===== config.mk =====
export PLATFORM = sky130hd
export DESIGN_NAME = reorder_buffer_flat
export DESIGN_NICKNAME = d
export VERILOG_FILES = /design/src/rtl/rob_pkg.sv /design/src/rtl/reorder_buffer_if.sv /design/src/rtl/rob_storage.sv /design/src/rtl/reorder_buffer.sv /design/src/flat_wrapper.sv
export SDC_FILE = /design/constraint.sdc
export NUM_CORES = 1
export LEC_CHECK = 0
export CAP_MARGIN = 20
export CORE_MARGIN = 2
export CORE_UTILIZATION = 35
export CTS_BUF_LIST = sky130_fd_sc_hd__clkbuf_8
export DETAILED_ROUTE_END_ITERATION = 6
export GPL_TIMING_DRIVEN = 0
export PLACE_DENSITY = 0.51
export SYNTH_ARGS = -nofsm -noshare
export SYNTH_HDL_FRONTEND = slang
export SYNTH_SLANG_ARGS = --single-unit
export TNS_END_PERCENT = 20

===== constraint.sdc =====
create_clock -name CLK -period 6.7 [get_ports CLK]
set_input_delay 1.34 -clock CLK [delete_from_list [all_inputs] [get_ports CLK]]
set_output_delay 1.34 -clock CLK [all_outputs]
set_load 0.02 [all_outputs]

===== src/rtl/rob_pkg.sv =====
`default_nettype none
// ============================================================================
// Module      : rob_pkg
// Description : Shared sizing constants, entry record and controller state
//               encoding for the reorder buffer. The rename stage and the
//               physical-register free list use the same width constants.
// Revision    : 1.0 - initial release
// ============================================================================
package rob_pkg;

    localparam int NUM_PHYS_REGS = 64;
    localparam int NUM_ARCH_REGS = 32;
    localparam int ROB_ENTRIES   = 16;

    localparam int LOG_PHYS = $clog2(NUM_PHYS_REGS);
    localparam int LOG_ARCH = $clog2(NUM_ARCH_REGS);
    localparam int LOG_ROB  = $clog2(ROB_ENTRIES);

    typedef logic [LOG_PHYS-1:0] phys_t;
    typedef logic [LOG_ARCH-1:0] arch_t;
    typedef logic [LOG_ROB-1:0]  tag_t;
    // One extra bit so that a full buffer is distinguishable from an empty one.
    typedef logic [LOG_ROB:0]    count_t;

    typedef struct packed {
        logic  valid;
        logic  done;
        logic  has_dest;
        arch_t arch;
        phys_t new_phys;
        phys_t old_phys;
    } rob_entry_t;

    typedef enum logic [0:0] {
        ST_NORMAL = 1'b0,
        ST_WALK   = 1'b1
    } rob_state_t;

endpackage
`default_nettype wire


===== src/rtl/reorder_buffer_if.sv =====
`default_nettype none
// ============================================================================
// Module      : reorder_buffer_if
// Description : Dispatch / completion / flush / free-list bundle of the
//               reorder buffer.
//               master : rename-dispatch side (drives *_IN, reads *_OUT)
//               slave  : the reorder buffer itself
// Revision    : 1.0 - initial release
// ============================================================================
interface reorder_buffer_if;
    import rob_pkg::*;

    logic  Dispatch_IN;
    logic  DispatchHasDest_IN;
    arch_t DispatchArch_IN;
    phys_t DispatchNewPhys_IN;
    phys_t DispatchOldPhys_IN;
    logic  DispatchReady_OUT;
    tag_t  DispatchTag_OUT;
    logic  Complete_IN;
    tag_t  CompleteTag_IN;
    logic  Flush_IN;
    logic  Enqueue_OUT;
    phys_t Data_OUT;
    logic  CommitValid_OUT;
    arch_t CommitArch_OUT;
    phys_t CommitPhys_OUT;
    logic  Empty_OUT;

    modport master (
        output Dispatch_IN, DispatchHasDest_IN, DispatchArch_IN,
               DispatchNewPhys_IN, DispatchOldPhys_IN,
               Complete_IN, CompleteTag_IN, Flush_IN,
        input  DispatchReady_OUT, DispatchTag_OUT, Enqueue_OUT, Data_OUT,
               CommitValid_OUT, CommitArch_OUT, CommitPhys_OUT, Empty_OUT
    );

    modport slave (
        input  Dispatch_IN, DispatchHasDest_IN, DispatchArch_IN,
               DispatchNewPhys_IN, DispatchOldPhys_IN,
               Complete_IN, CompleteTag_IN, Flush_IN,
        output DispatchReady_OUT, DispatchTag_OUT, Enqueue_OUT, Data_OUT,
               CommitValid_OUT, CommitArch_OUT, CommitPhys_OUT, Empty_OUT
    );

endinterface
`default_nettype wire


===== src/rtl/rob_storage.sv =====
`default_nettype none
// ============================================================================
// Module      : rob_storage
// Description : Entry array of the reorder buffer.
//               clk, rst              : clock, synchronous reset (valid bits)
//               wr_en/wr_tag/wr_entry : dispatch write port
//               done_en/done_tag      : completion port (only valid entries)
//               clr_en/clr_tag        : invalidate port (retire or walk pop)
//               head_tag/head_entry   : async read of the oldest entry
//               walk_tag/walk_*       : async read of the youngest entry
// Revision    : 1.0 - initial release
// ============================================================================
module rob_storage
    import rob_pkg::*;
(
    input  wire logic       clk,
    input  wire logic       rst,
    input  wire logic       wr_en,
    input  wire tag_t       wr_tag,
    input  wire rob_entry_t wr_entry,
    input  wire logic       done_en,
    input  wire tag_t       done_tag,
    input  wire logic       clr_en,
    input  wire tag_t       clr_tag,
    input  wire tag_t       head_tag,
    output rob_entry_t      head_entry,
    input  wire tag_t       walk_tag,
    output logic            walk_has_dest,
    output phys_t           walk_new_phys
);

    rob_entry_t r_mem [ROB_ENTRIES];

    // Port collisions cannot occur: the dispatch slot is only written when
    // the buffer is not full, so it never aliases a valid head being retired
    // or a valid entry being completed.
    always_ff @(posedge clk) begin
        if (rst) begin
            for (int i = 0; i < ROB_ENTRIES; i++) begin
                r_mem[i].valid <= 1'b0;
            end
        end else begin
            if (wr_en) begin
                r_mem[wr_tag] <= wr_entry;
            end
            if (done_en && r_mem[done_tag].valid) begin
                r_mem[done_tag].done <= 1'b1;
            end
            if (clr_en) begin
                r_mem[clr_tag].valid <= 1'b0;
            end
        end
    end

    assign head_entry    = r_mem[head_tag];
    assign walk_has_dest = r_mem[walk_tag].has_dest;
    assign walk_new_phys = r_mem[walk_tag].new_phys;

endmodule
`default_nettype wire


===== src/rtl/reorder_buffer.sv =====
`default_nettype none
// ============================================================================
// Module      : reorder_buffer
// Description : In-order retirement buffer between dispatch and the
//               physical-register free list. Retire returns the superseded
//               mapping; a flush walks back from the youngest entry returning
//               each squashed new mapping, one register per cycle.
//               CLK, RESET : clock, synchronous active-high reset
//               bus        : dispatch/complete/flush inputs, free-list enqueue,
//                            commit and status outputs (slave modport)
// Revision    : 1.0 - initial release
// ============================================================================
module reorder_buffer
    import rob_pkg::*;
(
    input  wire logic           CLK,
    input  wire logic           RESET,
    reorder_buffer_if.slave     bus
);

    rob_state_t r_state;
    tag_t       r_head;
    tag_t       r_tail;
    count_t     r_count;
    logic       r_enq;
    phys_t      r_data;
    logic       r_commit_valid;
    arch_t      r_commit_arch;
    phys_t      r_commit_phys;

    rob_entry_t w_head_entry;
    rob_entry_t w_wr_entry;
    logic       w_walk_has_dest;
    phys_t      w_walk_new_phys;
    tag_t       w_tail_m1;
    logic       w_normal;
    logic       w_ready;
    logic       w_dispatch;
    logic       w_complete;
    logic       w_retire;
    logic       w_flush_start;
    logic       w_pop;

    assign w_tail_m1 = r_tail - tag_t'(1);
    assign w_normal  = (r_state == ST_NORMAL);

    // Readiness uses the pre-edge count, so a full buffer refuses a dispatch
    // even in a cycle where the head retires.
    assign w_ready       = w_normal && (r_count < count_t'(ROB_ENTRIES)) && !bus.Flush_IN;
    assign w_dispatch    = bus.Dispatch_IN && w_ready;
    assign w_complete    = w_normal && !bus.Flush_IN && bus.Complete_IN;
    // Done is sampled pre-edge: a completion for the head retires next edge.
    assign w_retire      = w_normal && !bus.Flush_IN && w_head_entry.valid && w_head_entry.done;
    assign w_flush_start = w_normal && bus.Flush_IN && (r_count != '0);
    assign w_pop         = !w_normal;

    assign w_wr_entry = '{valid:    1'b1,
                          done:     1'b0,
                          has_dest: bus.DispatchHasDest_IN,
                          arch:     bus.DispatchArch_IN,
                          new_phys: bus.DispatchNewPhys_IN,
                          old_phys: bus.DispatchOldPhys_IN};

    rob_storage u_storage (
        .clk           (CLK),
        .rst           (RESET),
        .wr_en         (w_dispatch),
        .wr_tag        (r_tail),
        .wr_entry      (w_wr_entry),
        .done_en       (w_complete),
        .done_tag      (bus.CompleteTag_IN),
        .clr_en        (w_retire || w_pop),
        .clr_tag       (w_pop ? w_tail_m1 : r_head),
        .head_tag      (r_head),
        .head_entry    (w_head_entry),
        .walk_tag      (w_tail_m1),
        .walk_has_dest (w_walk_has_dest),
        .walk_new_phys (w_walk_new_phys)
    );

    always_ff @(posedge CLK) begin
        if (RESET) begin
            r_state        <= ST_NORMAL;
            r_head         <= '0;
            r_tail         <= '0;
            r_count        <= '0;
            r_enq          <= 1'b0;
            r_data         <= '0;
            r_commit_valid <= 1'b0;
            r_commit_arch  <= '0;
            r_commit_phys  <= '0;
        end else begin
            // Strobes are one-cycle pulses; data fields hold their last value.
            r_enq          <= 1'b0;
            r_commit_valid <= 1'b0;
            case (r_state)
                ST_NORMAL: begin
                    if (w_flush_start) begin
                        r_state <= ST_WALK;
                    end else begin
                        if (w_dispatch) begin
                            r_tail <= r_tail + tag_t'(1);
                        end
                        if (w_retire) begin
                            r_head         <= r_head + tag_t'(1);
                            r_commit_valid <= 1'b1;
                            r_commit_arch  <= w_head_entry.arch;
                            r_commit_phys  <= w_head_entry.new_phys;
                            if (w_head_entry.has_dest) begin
                                r_enq  <= 1'b1;
                                r_data <= w_head_entry.old_phys;
                            end
                        end
                        if (w_dispatch && !w_retire) begin
                            r_count <= r_count + count_t'(1);
                        end else if (!w_dispatch && w_retire) begin
                            r_count <= r_count - count_t'(1);
                        end
                    end
                end
                ST_WALK: begin
                    r_tail  <= w_tail_m1;
                    r_count <= r_count - count_t'(1);
                    if (w_walk_has_dest) begin
                        r_enq  <= 1'b1;
                        r_data <= w_walk_new_phys;
                    end
                    if (r_count == count_t'(1)) begin
                        r_state <= ST_NORMAL;
                    end
                end
                default: r_state <= ST_NORMAL;
            endcase
        end
    end

    assign bus.DispatchReady_OUT = w_ready;
    assign bus.DispatchTag_OUT   = r_tail;
    assign bus.Enqueue_OUT       = r_enq;
    assign bus.Data_OUT          = r_data;
    assign bus.CommitValid_OUT   = r_commit_valid;
    assign bus.CommitArch_OUT    = r_commit_arch;
    assign bus.CommitPhys_OUT    = r_commit_phys;
    assign bus.Empty_OUT         = (r_count == '0);

endmodule
`default_nettype wire


===== src/flat_wrapper.sv =====
// flat-port wrapper written by rule: the top's interface ports become plain ports
module reorder_buffer_flat import rob_pkg::*;
  (CLK, RESET, bus_Dispatch_IN, bus_DispatchHasDest_IN, bus_DispatchArch_IN, bus_DispatchNewPhys_IN, bus_DispatchOldPhys_IN, bus_Complete_IN, bus_CompleteTag_IN, bus_Flush_IN, bus_DispatchReady_OUT, bus_DispatchTag_OUT, bus_Enqueue_OUT, bus_Data_OUT, bus_CommitValid_OUT, bus_CommitArch_OUT, bus_CommitPhys_OUT, bus_Empty_OUT);
  reorder_buffer_if bus_i ();
  input  wire logic CLK;
  input  wire logic RESET;
  input wire logic [$bits(bus_i.Dispatch_IN)-1:0] bus_Dispatch_IN;
  input wire logic [$bits(bus_i.DispatchHasDest_IN)-1:0] bus_DispatchHasDest_IN;
  input wire logic [$bits(bus_i.DispatchArch_IN)-1:0] bus_DispatchArch_IN;
  input wire logic [$bits(bus_i.DispatchNewPhys_IN)-1:0] bus_DispatchNewPhys_IN;
  input wire logic [$bits(bus_i.DispatchOldPhys_IN)-1:0] bus_DispatchOldPhys_IN;
  input wire logic [$bits(bus_i.Complete_IN)-1:0] bus_Complete_IN;
  input wire logic [$bits(bus_i.CompleteTag_IN)-1:0] bus_CompleteTag_IN;
  input wire logic [$bits(bus_i.Flush_IN)-1:0] bus_Flush_IN;
  output wire logic [$bits(bus_i.DispatchReady_OUT)-1:0] bus_DispatchReady_OUT;
  output wire logic [$bits(bus_i.DispatchTag_OUT)-1:0] bus_DispatchTag_OUT;
  output wire logic [$bits(bus_i.Enqueue_OUT)-1:0] bus_Enqueue_OUT;
  output wire logic [$bits(bus_i.Data_OUT)-1:0] bus_Data_OUT;
  output wire logic [$bits(bus_i.CommitValid_OUT)-1:0] bus_CommitValid_OUT;
  output wire logic [$bits(bus_i.CommitArch_OUT)-1:0] bus_CommitArch_OUT;
  output wire logic [$bits(bus_i.CommitPhys_OUT)-1:0] bus_CommitPhys_OUT;
  output wire logic [$bits(bus_i.Empty_OUT)-1:0] bus_Empty_OUT;
  assign bus_i.Dispatch_IN = bus_Dispatch_IN;
  assign bus_i.DispatchHasDest_IN = bus_DispatchHasDest_IN;
  assign bus_i.DispatchArch_IN = bus_DispatchArch_IN;
  assign bus_i.DispatchNewPhys_IN = bus_DispatchNewPhys_IN;
  assign bus_i.DispatchOldPhys_IN = bus_DispatchOldPhys_IN;
  assign bus_i.Complete_IN = bus_Complete_IN;
  assign bus_i.CompleteTag_IN = bus_CompleteTag_IN;
  assign bus_i.Flush_IN = bus_Flush_IN;
  assign bus_DispatchReady_OUT = bus_i.DispatchReady_OUT;
  assign bus_DispatchTag_OUT = bus_i.DispatchTag_OUT;
  assign bus_Enqueue_OUT = bus_i.Enqueue_OUT;
  assign bus_Data_OUT = bus_i.Data_OUT;
  assign bus_CommitValid_OUT = bus_i.CommitValid_OUT;
  assign bus_CommitArch_OUT = bus_i.CommitArch_OUT;
  assign bus_CommitPhys_OUT = bus_i.CommitPhys_OUT;
  assign bus_Empty_OUT = bus_i.Empty_OUT;
  reorder_buffer u_core (.CLK(CLK), .RESET(RESET), .bus(bus_i));
endmodule

==> flow_metrics.py, run 1 <==
metrics = {
    "clock_network": {
        "tritoncts": "yes",
        "clockRootBuffer": "clkbuf_8",
        "cts_buffer_depth": 3,
        "clk_pin_slew_ns": 0.06,
        "htreeDepth": 2,
        "cts_setup_buffers": 0,
        "clock_latency_ns": 0.67,
        "cts_hold_buffers": 0,
        "cts_resized": 0,
        "numCtsBuffers": 61,
        "clkSinkCount": 357,
    },
    "synthesis": {
        "ys_types": 57,
        "netlist_instances": 867,
        "synth_edf_count": 288,
        "ys_seq_area_share_pct": 66.50,
        "syn_area_um2": 15080,
        "synth_flop_cell": "edfxtp_1",
        "synth-seq-cells": 357,
        "yosys_warnings": 0,
        "async_flop_share_pct": 0,
        "synth_area_per_cell_um2": 17.40,
        "synthesis.nets": 904,
    },
    "timing": {
        "timing.fmax_mhz": 221.4,
        "finClkSkew_ns": 0.03077,
        "setup_tns_ns": 0,
        "rsz0062_at_grt": "false",
        "worst_pin_slew_ns": 1.132,
        "finalCriticalPeriod_ns": 4.517,
        "setup_violations": 0,
        "slew_headroom_pct": 24.55,
        "slew_viol_final": 0,
        "timing.final.crit_share_pct": 67.42,
        "hold_viol": 0,
    },
    "pwr": {
        "peakVddDrop_mv": 0.1501,
        "total_power_mw": 5.664,
        "p_seq_share_pct": 44.9,
        "p_int_mw": 3.972,
        "comb_power_share_pct": 22.8,
        "p_per_area_nw_per_um2": 319.1,
        "power.switching_mw": 1.692,
        "clkPwrFrac_pct": 32.2,
        "p_leak_nw": 5.780,
        "swShare_pct": 29.87,
    },
    "routing": {
        "routedWlPerCell_um": 26.28,
        "drt_iter0_drc": 800,
        "via_per_inst": 5.470,
        "drtAntennaViolNets": 0,
        "drc": 0,
        "vias": 8692,
        "drt_wl_total_um": 41770,
        "detail_route.first_pass.iterations": 7,
    },
    "place": {
        "place_congestion": 0.8148,
        "post_dp_cell_area_um2": 16620,
        "dp_hpwl_um": 27300,
        "port-buffer-count": 49,
    },
    "floorplan": {
        "die_h_um": 211.6,
        "io_pins": 52,
        "num_rows": 76,
        "core_um2": 42790,
        "die_w_um": 211.6,
        "die_area_um2": 44770,
        "start_util_pct": 35.25,
    },
    "layout": {
        "areaGrowthSynthToFinish_pct": 17.69,
        "drive_above_1_share_pct": 23.30,
        "diodes": 0,
        "fillers": 3861,
        "seq_area_um2": 10030,
        "fin_nets": 1029,
        "multi_input_area_um2": 4666,
        "final_area_um2": 17750,
    },
    "setup_path": {
        "crit_path_start_kind": "register",
        "slowest_delay_ns": 0.71,
        "crit_top_cell": "buf_2",
        "crit_path_cell_trace": "buf_6, buf_2, inv_1, ha_1, buf_2, clkbuf_1, buf_2, mux4_2, mux4_2, a21oi_1, a311oi_1",
        "path_class": "register to register",
        "worst-endpoint-required_ns": 7.23,
        "cp_slowest_cell": "clkbuf_1",
        "endpoint_kind": "register",
        "crit_arrival_ns": 5.04,
        "crit_fanout": 10,
    },
    "run": {
        "drv_cap": 0,
    },
    "global_routing": {
        "grt_pass1_wl_um": 60580,
        "grt_max_degree": 20,
        "antenna_found_initial": 1,
        "grt_pass1_vias": 8911,
        "gr-usage-all-layers_pct": 19.22,
        "gr-total-overflow": 0,
    },
    "run_status": {
        "status": "completed",
    },
    "min_path": {
        "hp-class": "register to register",
    },
}
[state kept, by name, indices dropped and copies added, names as in the netlist, 4 cells and up, named ones only]
name                        cells
u_core.u_storage.r_mem        320
u_core.bus.CommitArch_OUT       5
u_core.r_count                  5
u_core.bus.CommitPhys_OUT       6
u_core.bus.Data_OUT             6
u_core.r_head                   4
u_core.bus.DispatchTag_OUT      4
[area by class of cell]
class	instances	area share [%]
Sequential cell	357	56.51
Multi-Input combinational cell	437	26.29
Timing Repair Buffer	62	4.624
Inverter	23	0.4864
Tap cell	546	3.849
Clock buffer	65	5.040
Buffer	50	1.861
Clock inverter	49	1.346
[critical path, delay by kind of cell (launching register included)]
family                   cells  cell delay [ns]
AO/OA/AOI/OAI                2             0.46
flip-flops                   1             0.45
adder cells (fa/ha/maj)      1             0.33
multiplexers                 2             0.89
buffers and inverters        6             2.22
[metal layers]
| layer | GRT usage [%] | wire length [um] |
|---|---|---|
| met5 | 0 | 14 |
| met4 | 6.727 | 1241 |
| met3 | 4.658 | 2731 |
| met2 | 31.08 | 19860 |
| met1 | 25.40 | 17920 |
[cell families (layout without fill, tap and decap cells)]
family / after synthesis / count (layout) / synth area share, %
DFF: 357 / 357 / 66.50
adders and majority gates: 10 / 10 / 0.8296
buffers and inverters: 73 / 249 / 2.763
muxes: 136 / 136 / 19.11
xor gates and xnor gates: 10 / 10 / 0.5807
AOI/OAI and AO/OA: 121 / 121 / 5.052
and+or+nand+nor: 160 / 160 / 5.160
[final timing paths]
kind | startpoint | to | slack (ns) | cells past startpoint
max | u_core.bus.DispatchTag_OUT[0] | u_core.bus.Data_OUT[1] | 2.18 | 11
min | u_core.u_storage.r_mem[10][18] | u_core.u_storage.r_mem[10][18] | 0.45 | 2
max reg2reg | u_core.bus.DispatchTag_OUT[0] | u_core.bus.Data_OUT[1] | 2.18 | 11
min reg2reg | u_core.u_storage.r_mem[10][18] | u_core.u_storage.r_mem[10][18] | 0.45 | 2
[power groups by stage]
stage / clock network, mW / logic [mW] / registers [mW]
final: 1.83 / 1.29 / 2.54
after global routing: 1.97 / 1.38 / 2.55
after CTS: 1.88 / 1.30 / 2.54
after detailed placement: 0 / 1.29 / 2.59
after global placement: 0 / 1.28 / 2.59
after floorplan: 0 / 0.817 / 2.60
[synthesized netlist by cell type, types with 7 or more instances]
library cell  instances  area share, %
edfxtp_1            288             57
mux4_2              119             18
dfxtp_1              69            9.2
nand2_1              56            1.4
a21oi_1              41            1.4
nor2_1               40            1.0
a22oi_1              25            1.2
o21ai_0              24           0.80
inv_1                22           0.55
buf_2                17           0.56
clkbuf_1             17           0.42
mux2i_1              15            1.0
nand3_1              12           0.40
ha_1                 10           0.83
and2_1                8           0.33
nor2b_1               8           0.33
buf_6                 7           0.52
[layout by cell type, fill, tap and decap left out, types with 4 or more instances in the layout]
master           instances
dfxtp_1                 69
nor2_4                   4
nand4_1                  5
nor2_1                  36
xnor2_1                  6
clkdlybuf4s50_1         49
buf_6                    7
clkbuf_1                17
nor2b_1                  8
and2_1                   8
a21oi_1                 41
a22oi_1                 25
nand3_1                 12
clkbuf_8                68
o21ai_0                 24
edfxtp_1               288
a311oi_1                 6
inv_1                   47
buf_2                   17
nand3b_1                 6
buf_16                  10
and3_1                   6
mux4_2                 119
clkinv_1                17
nand2_1                 56
mux2i_1                 15
o32a_1                   4
xor2_1                   4
ha_1                    10
[stage by stage]
| stage | hold WS (ns) | cells | utilization [%] | worst slack [ns] |
|---|---|---|---|---|
| after global routing | 0.4903 | 1589 | 41.48 | 2.073 |
| after CTS | 0.4577 | 1589 | 41.48 | 2.252 |
| after detailed placement | 0.4454 | 1475 | 38.83 | 2.268 |
| after floorplan | 0.4176 | 867 | - | 3.065 |
| final | 0.4509 | 1589 | 41.48 | 2.183 |
| after global placement | 0.4336 | 1462 | 37.99 | 1.493 |
No activity file was read; power rests on OpenSTA's default activity.
==> run 2, diff against run 1 <==
- PLACE_DENSITY: 0.51 -> 0.53
- clock period: 6.7 -> 3.8 ns (I/O delays scaled with it)
==> run 2 against run 1 <==
Effect of this change:
- worst hold slack better by 0.0084 ns
- clock skew is 0.012 ns lower
- highest routed layer unchanged
- fmax is 26% higher
- sequential power is 77% higher
- die area stayed put
- sequential cell count stayed put
- via count is 0.49% higher
==> flow_metrics.py, run 2 (synthesized netlist as in run 1, its figures left out) <==
metrics = {
    "run_status": {
        "status": "completed",
    },
    "routing": {
        "detail_route.first_pass.iterations": 5,
        "vias": 8735,
        "drt_wl_total_um": 41810,
        "drtAntennaViolNets": 0,
        "drc": 0,
        "drt_iter0_drc": 908,
        "via_per_inst": 5.508,
        "routedWlPerCell_um": 26.36,
    },
    "timing": {
        "finClkSkew_ns": 0.01859,
        "timing.fmax_mhz": 280.0,
        "worst_pin_slew_ns": 1.053,
        "setup_tns_ns": 0,
        "finalCriticalPeriod_ns": 3.571,
        "slew_headroom_pct": 29.82,
        "hold_viol": 0,
        "timing.final.crit_share_pct": 93.98,
        "rsz0062_at_grt": "false",
        "setup_violations": 0,
        "slew_viol_final": 0,
    },
    "clock_network": {
        "htreeDepth": 2,
        "clockRootBuffer": "clkbuf_8",
        "numCtsBuffers": 60,
        "cts_setup_buffers": 0,
        "tritoncts": "yes",
        "cts_buffer_depth": 3,
        "clkSinkCount": 357,
        "clock_latency_ns": 0.66,
        "clk_pin_slew_ns": 0.06,
    },
    "layout": {
        "diodes": 0,
        "largest_reg_flops": 320,
        "final_common_cell": "edfxtp_1",
        "drive_above_1_share_pct": 24.13,
        "fillers": 3873,
        "regMostFlops": "u_core.u_storage.r_mem",
        "seq_area_um2": 10030,
        "final_cell_mix": "edfxtp_1 (288), mux4_2 (119), clkbuf_8 (70)",
        "areaGrowthSynthToFinish_pct": 17.67,
        "multi_input_area_um2": 4666,
        "fin_nets": 1027,
    },
    "floorplan": {
        "num_rows": 76,
        "die_w_um": 211.6,
        "core_um2": 42790,
        "die_area_um2": 44770,
        "die_h_um": 211.6,
        "io_pins": 52,
        "start_util_pct": 35.25,
    },
    "setup_path": {
        "path_class": "register to register",
        "r2r_cells": 10,
        "worst-endpoint-required_ns": 4.32,
        "crit_fanout": 18,
        "endpoint_kind": "register",
        "startpoint": "u_core.bus.DispatchTag_OUT[0]",
        "r2r_start": "u_core.bus.DispatchTag_OUT[0]",
        "crit_arrival_ns": 4.09,
        "crit_path_start_kind": "register",
    },
    "min_path": {
        "hold_start": "u_core.u_storage.r_mem[2][18]",
        "hp-class": "register to register",
        "hold_depth": 2,
    },
    "global_routing": {
        "gr-total-overflow": 0,
        "grt_pass1_wl_um": 60580,
        "antenna_found_initial": 2,
        "grt_pass1_vias": 8837,
        "gr-usage-all-layers_pct": 19.19,
        "grt_max_degree": 20,
    },
    "place": {
        "port-buffer-count": 49,
        "place_congestion": 0.8260,
        "dp_hpwl_um": 27470,
    },
    "run": {
        "drv_cap": 0,
    },
    "pwr": {
        "total_power_mw": 10.04,
        "p_leak_nw": 5.780,
        "peakVddDrop_mv": 0.2433,
        "p_per_area_nw_per_um2": 565.6,
    },
}
## run 2: changes by cell type in the layout (fill, tap and decap cells not counted), moves of 2 or more
cell and change:
clkinv_2 +6, clkinv_1 -5, inv_1 -4, buf_2 -2
buf_8 +2, clkbuf_1 -2, clkbuf_8 +2
## run 2: final timing paths
check,end,slack (ns)
setup / recovery,u_core.bus.Data_OUT[1],0.23
hold / removal,u_core.u_storage.r_mem[2][18],0.46
setup reg to reg,u_core.bus.Data_OUT[1],0.23
hold reg to reg,u_core.u_storage.r_mem[2][18],0.46
## run 2: critical path: stages (launching register included)
cell      delay (ns)
dfxtp_1         0.49
buf_6           0.31
inv_1           0.21
ha_1            0.32
buf_2           0.18
clkbuf_4        0.30
buf_4           0.28
mux4_2          0.34
mux4_2          0.53
a21oi_1         0.33
a311oi_1        0.14
## run 2: final cells by class
cell class	instances	share of cell area (%)
Buffer	49	1.875
Tap cell	546	3.849
Timing Repair Buffer	62	4.526
Multi-Input combinational cell	437	26.29
Clock inverter	45	1.262
Inverter	23	0.4865
Sequential cell	357	56.51
Clock buffer	67	5.196
## run 2: per-layer routing
layer / vias to the layer above / track usage, % / part of all wire (%)
li1: 3760 / - / -
met1: 4597 / 26.19 / 43
met2: 297 / 30.90 / 48
met3: 77 / 4.154 / 6.0
met4: 4 / 5.755 / 2.5
met5: - / 0 / 0.065
## run 2: repair_timing
item / 4_1_cts / 5_1_grt
hold buffers: 0 / 0
hold endpoints to repair: 0 / 0
gates resized for setup: 4 / 0
setup endpoints to repair: 10 / 0
## run 2: report_power, final
part,switching (mW),leakage (nW),internal [mW],total [mW]
Clock,1.58,0.673,1.68,3.26
Sequential,0.121,3.15,4.37,4.49
Combinational,1.29,1.96,0.987,2.28
## run 2: through the flow
stage | hold WS, ns | utilization [%] | setup slack, ns | cell area [um2] | cells
global placement | 0.4401 | 37.99 | -0.8230 | 16260 | 1462
floorplan | 0.4176 | - | 0.6114 | 15080 | 867
detailed placement | 0.4420 | 38.79 | -0.7237 | 16600 | 1475
CTS | 0.4565 | 41.47 | 0.2066 | 17750 | 1586
finish | 0.4593 | 41.47 | 0.2286 | 17750 | 1586
global route | 0.4796 | 41.47 | 0.05499 | 17750 | 1586
==> run 3, diff against run 2 <==
- CTS_BUF_LIST: sky130_fd_sc_hd__clkbuf_8 -> default
==> run 3 against run 2 <==
Effect of this change:
- sequential power about the same
- via count down 1.8%
- worst hold slack about the same
- clock power up 11%
- total power up 3.5%
- die area unchanged
- largest cell class unchanged
- critical path depth did not move
- core utilization grew 0.18 points
- cell area increased by 0.44%
- count of clock-buffer cells in the layout decreased by 13
- first-iteration DRC count rose by 7.9%
==> flow_metrics.py, run 3 (synthesized netlist as in run 1, its figures left out) <==
metrics = {
    "floorplan": {
        "die_h_um": 211.6,
        "io_pins": 52,
        "die_area_um2": 44770,
        "die_w_um": 211.6,
        "start_util_pct": 35.25,
        "num_rows": 76,
        "core_um2": 42790,
    },
    "global_routing": {
        "grt_pass1_vias": 8690,
        "grt_pass1_wl_um": 59840,
        "gr-usage-all-layers_pct": 18.85,
        "antenna_found_initial": 1,
        "grt_max_degree": 20,
        "gr-total-overflow": 0,
    },
    "timing": {
        "holdWs_ns": 0.4593,
        "setup_tns_ns": 0,
        "finClkSkew_ns": 0.01606,
        "slew_headroom_pct": 27.73,
        "worst_pin_slew_ns": 1.084,
        "finalCriticalPeriod_ns": 3.578,
        "setup_violations": 0,
        "timing.fmax_mhz": 279.5,
        "slew_viol_final": 0,
        "timing.final.crit_share_pct": 94.16,
        "hold_viol": 0,
        "rsz0062_at_grt": "false",
    },
    "clock_network": {
        "htreeDepth": 2,
        "clock_latency_ns": 0.53,
        "cts_setup_buffers": 0,
        "clockRootBuffer": "clkbuf_16",
        "clk_pin_slew_ns": 0.06,
        "cts_resized": 4,
        "cts_buffer_depth": 3,
        "numCtsBuffers": 39,
        "cts_hold_buffers": 0,
        "tritoncts": "yes",
        "clkSinkCount": 357,
    },
    "setup_path": {
        "r2r_cells": 10,
        "crit_top_cell": "mux4_2",
        "slowest_delay_ns": 0.53,
        "rrSetupSlack_ns": 0.22,
        "crit_path_start_kind": "register",
        "endpoint_kind": "register",
        "crit_arrival_ns": 3.97,
        "r2r-end": "u_core.bus.Data_OUT[1]",
        "crit_fanout": 18,
        "path_class": "register to register",
        "r2r_start": "u_core.bus.DispatchTag_OUT[0]",
        "cp_slowest_cell": "mux4_2",
        "crit_path_cell_trace": "buf_6, inv_1, ha_1, buf_2, clkbuf_4, buf_4, mux4_2, mux4_2, a21oi_1, a311oi_1",
        "worst-endpoint-required_ns": 4.19,
    },
    "layout": {
        "areaGrowthSynthToFinish_pct": 18.18,
        "seq_area_um2": 10030,
        "regMostFlops": "u_core.u_storage.r_mem",
        "multi_input_area_um2": 4666,
        "drive_above_1_share_pct": 22.62,
        "largest_reg_flops": 320,
        "diodes": 0,
        "fin_util_pct": 41.66,
        "fin_nets": 1006,
        "final_cell_mix": "edfxtp_1 (288), mux4_2 (119), dfxtp_1 (69)",
        "fillers": 3865,
        "final_common_cell": "edfxtp_1",
    },
    "routing": {
        "via_per_inst": 5.555,
        "drt_wl_total_um": 41380,
        "detail_route.first_pass.iterations": 5,
        "vias": 8582,
        "drtAntennaViolNets": 0,
        "routedWlPerCell_um": 26.78,
        "drt_iter0_drc": 980,
        "drc": 0,
    },
    "pwr": {
        "p_leak_nw": 5.700,
        "p_per_area_nw_per_um2": 582.9,
        "total_power_mw": 10.39,
        "peakVddDrop_mv": 0.3022,
    },
    "min_path": {
        "hp-class": "register to register",
        "hold_end": "u_core.u_storage.r_mem[10][18]",
        "hold_depth": 2,
        "hold_start": "u_core.u_storage.r_mem[10][18]",
    },
    "place": {
        "place_congestion": 0.8260,
        "dp_hpwl_um": 27470,
        "port-buffer-count": 49,
    },
    "run_status": {
        "status": "completed",
    },
    "run": {
        "drv_cap": 0,
    },
}
[run 3: cell types whose count changed in the layout (fill, tap and decap cells not counted), sizes merged]
cell and delta:
clkinvlp +2, clkbuf -13, inv -21, clkinv -9
[run 3: worst max-delay path, delay by kind of cell, from the launching register on]
kind	cells	cell delay, ns
buffers and inverters	5	1.27
DFF	1	0.49
muxes	2	0.87
AOI/OAI and AO/OA	2	0.47
adders and majority gates	1	0.32
[run 3: where the power goes]
part / switching, mW / total [mW] / internal (mW)
Sequential: 0.119 / 4.49 / 4.37
Combinational: 1.29 / 2.28 / 0.986
Clock: 1.52 / 3.62 / 2.10
Total: 2.93 / 10.4 / 7.46
[run 3: per-layer routing]
layer | wire length (um) | GRT usage (%)
met1 | 18170 | 26.00
met2 | 20050 | 30.94
met3 | 2114 | 3.219
met4 | 1025 | 5.172
met5 | 16 | 0
[run 3: stage by stage]
step                      worst slack, ns  cell area, um2  std cells
after CTS                          0.2096           17820       1545
final                              0.2219           17820       1545
after global placement            -0.8230           16260       1462
after global routing              0.05863           17820       1545
after detailed placement          -0.7237           16600       1475
after floorplan                    0.6114           15080        867
[run 3: final cells by class]
cell class                      instances  area share (%)
Sequential cell                       357           56.27
Inverter                               23          0.4843
Buffer                                 49           1.867
Clock buffer                           54           6.191
Multi-Input combinational cell        437           26.18
Clock inverter                         17          0.6739
Tap cell                              546           3.833
Timing Repair Buffer                   62           4.507
[run 3: worst max-delay path by stage]
stage / slack (ns) / from / to
2_1_floorplan: 0.61 / u_core.bus.DispatchTag_OUT[0] / u_core.bus.Data_OUT[0]
3_3_place_gp: -0.82 / bus_Flush_IN / u_core.u_storage.r_mem[15][10]
3_5_place_dp: -0.72 / u_core.bus.DispatchTag_OUT[0] / u_core.bus.Data_OUT[1]
4_1_cts: 0.21 / u_core.bus.DispatchTag_OUT[0] / u_core.bus.Data_OUT[1]
5_1_grt: 0.06 / u_core.bus.DispatchTag_OUT[0] / u_core.bus.Data_OUT[1]
6_report: 0.22 / u_core.bus.DispatchTag_OUT[0] / u_core.bus.Data_OUT[1]
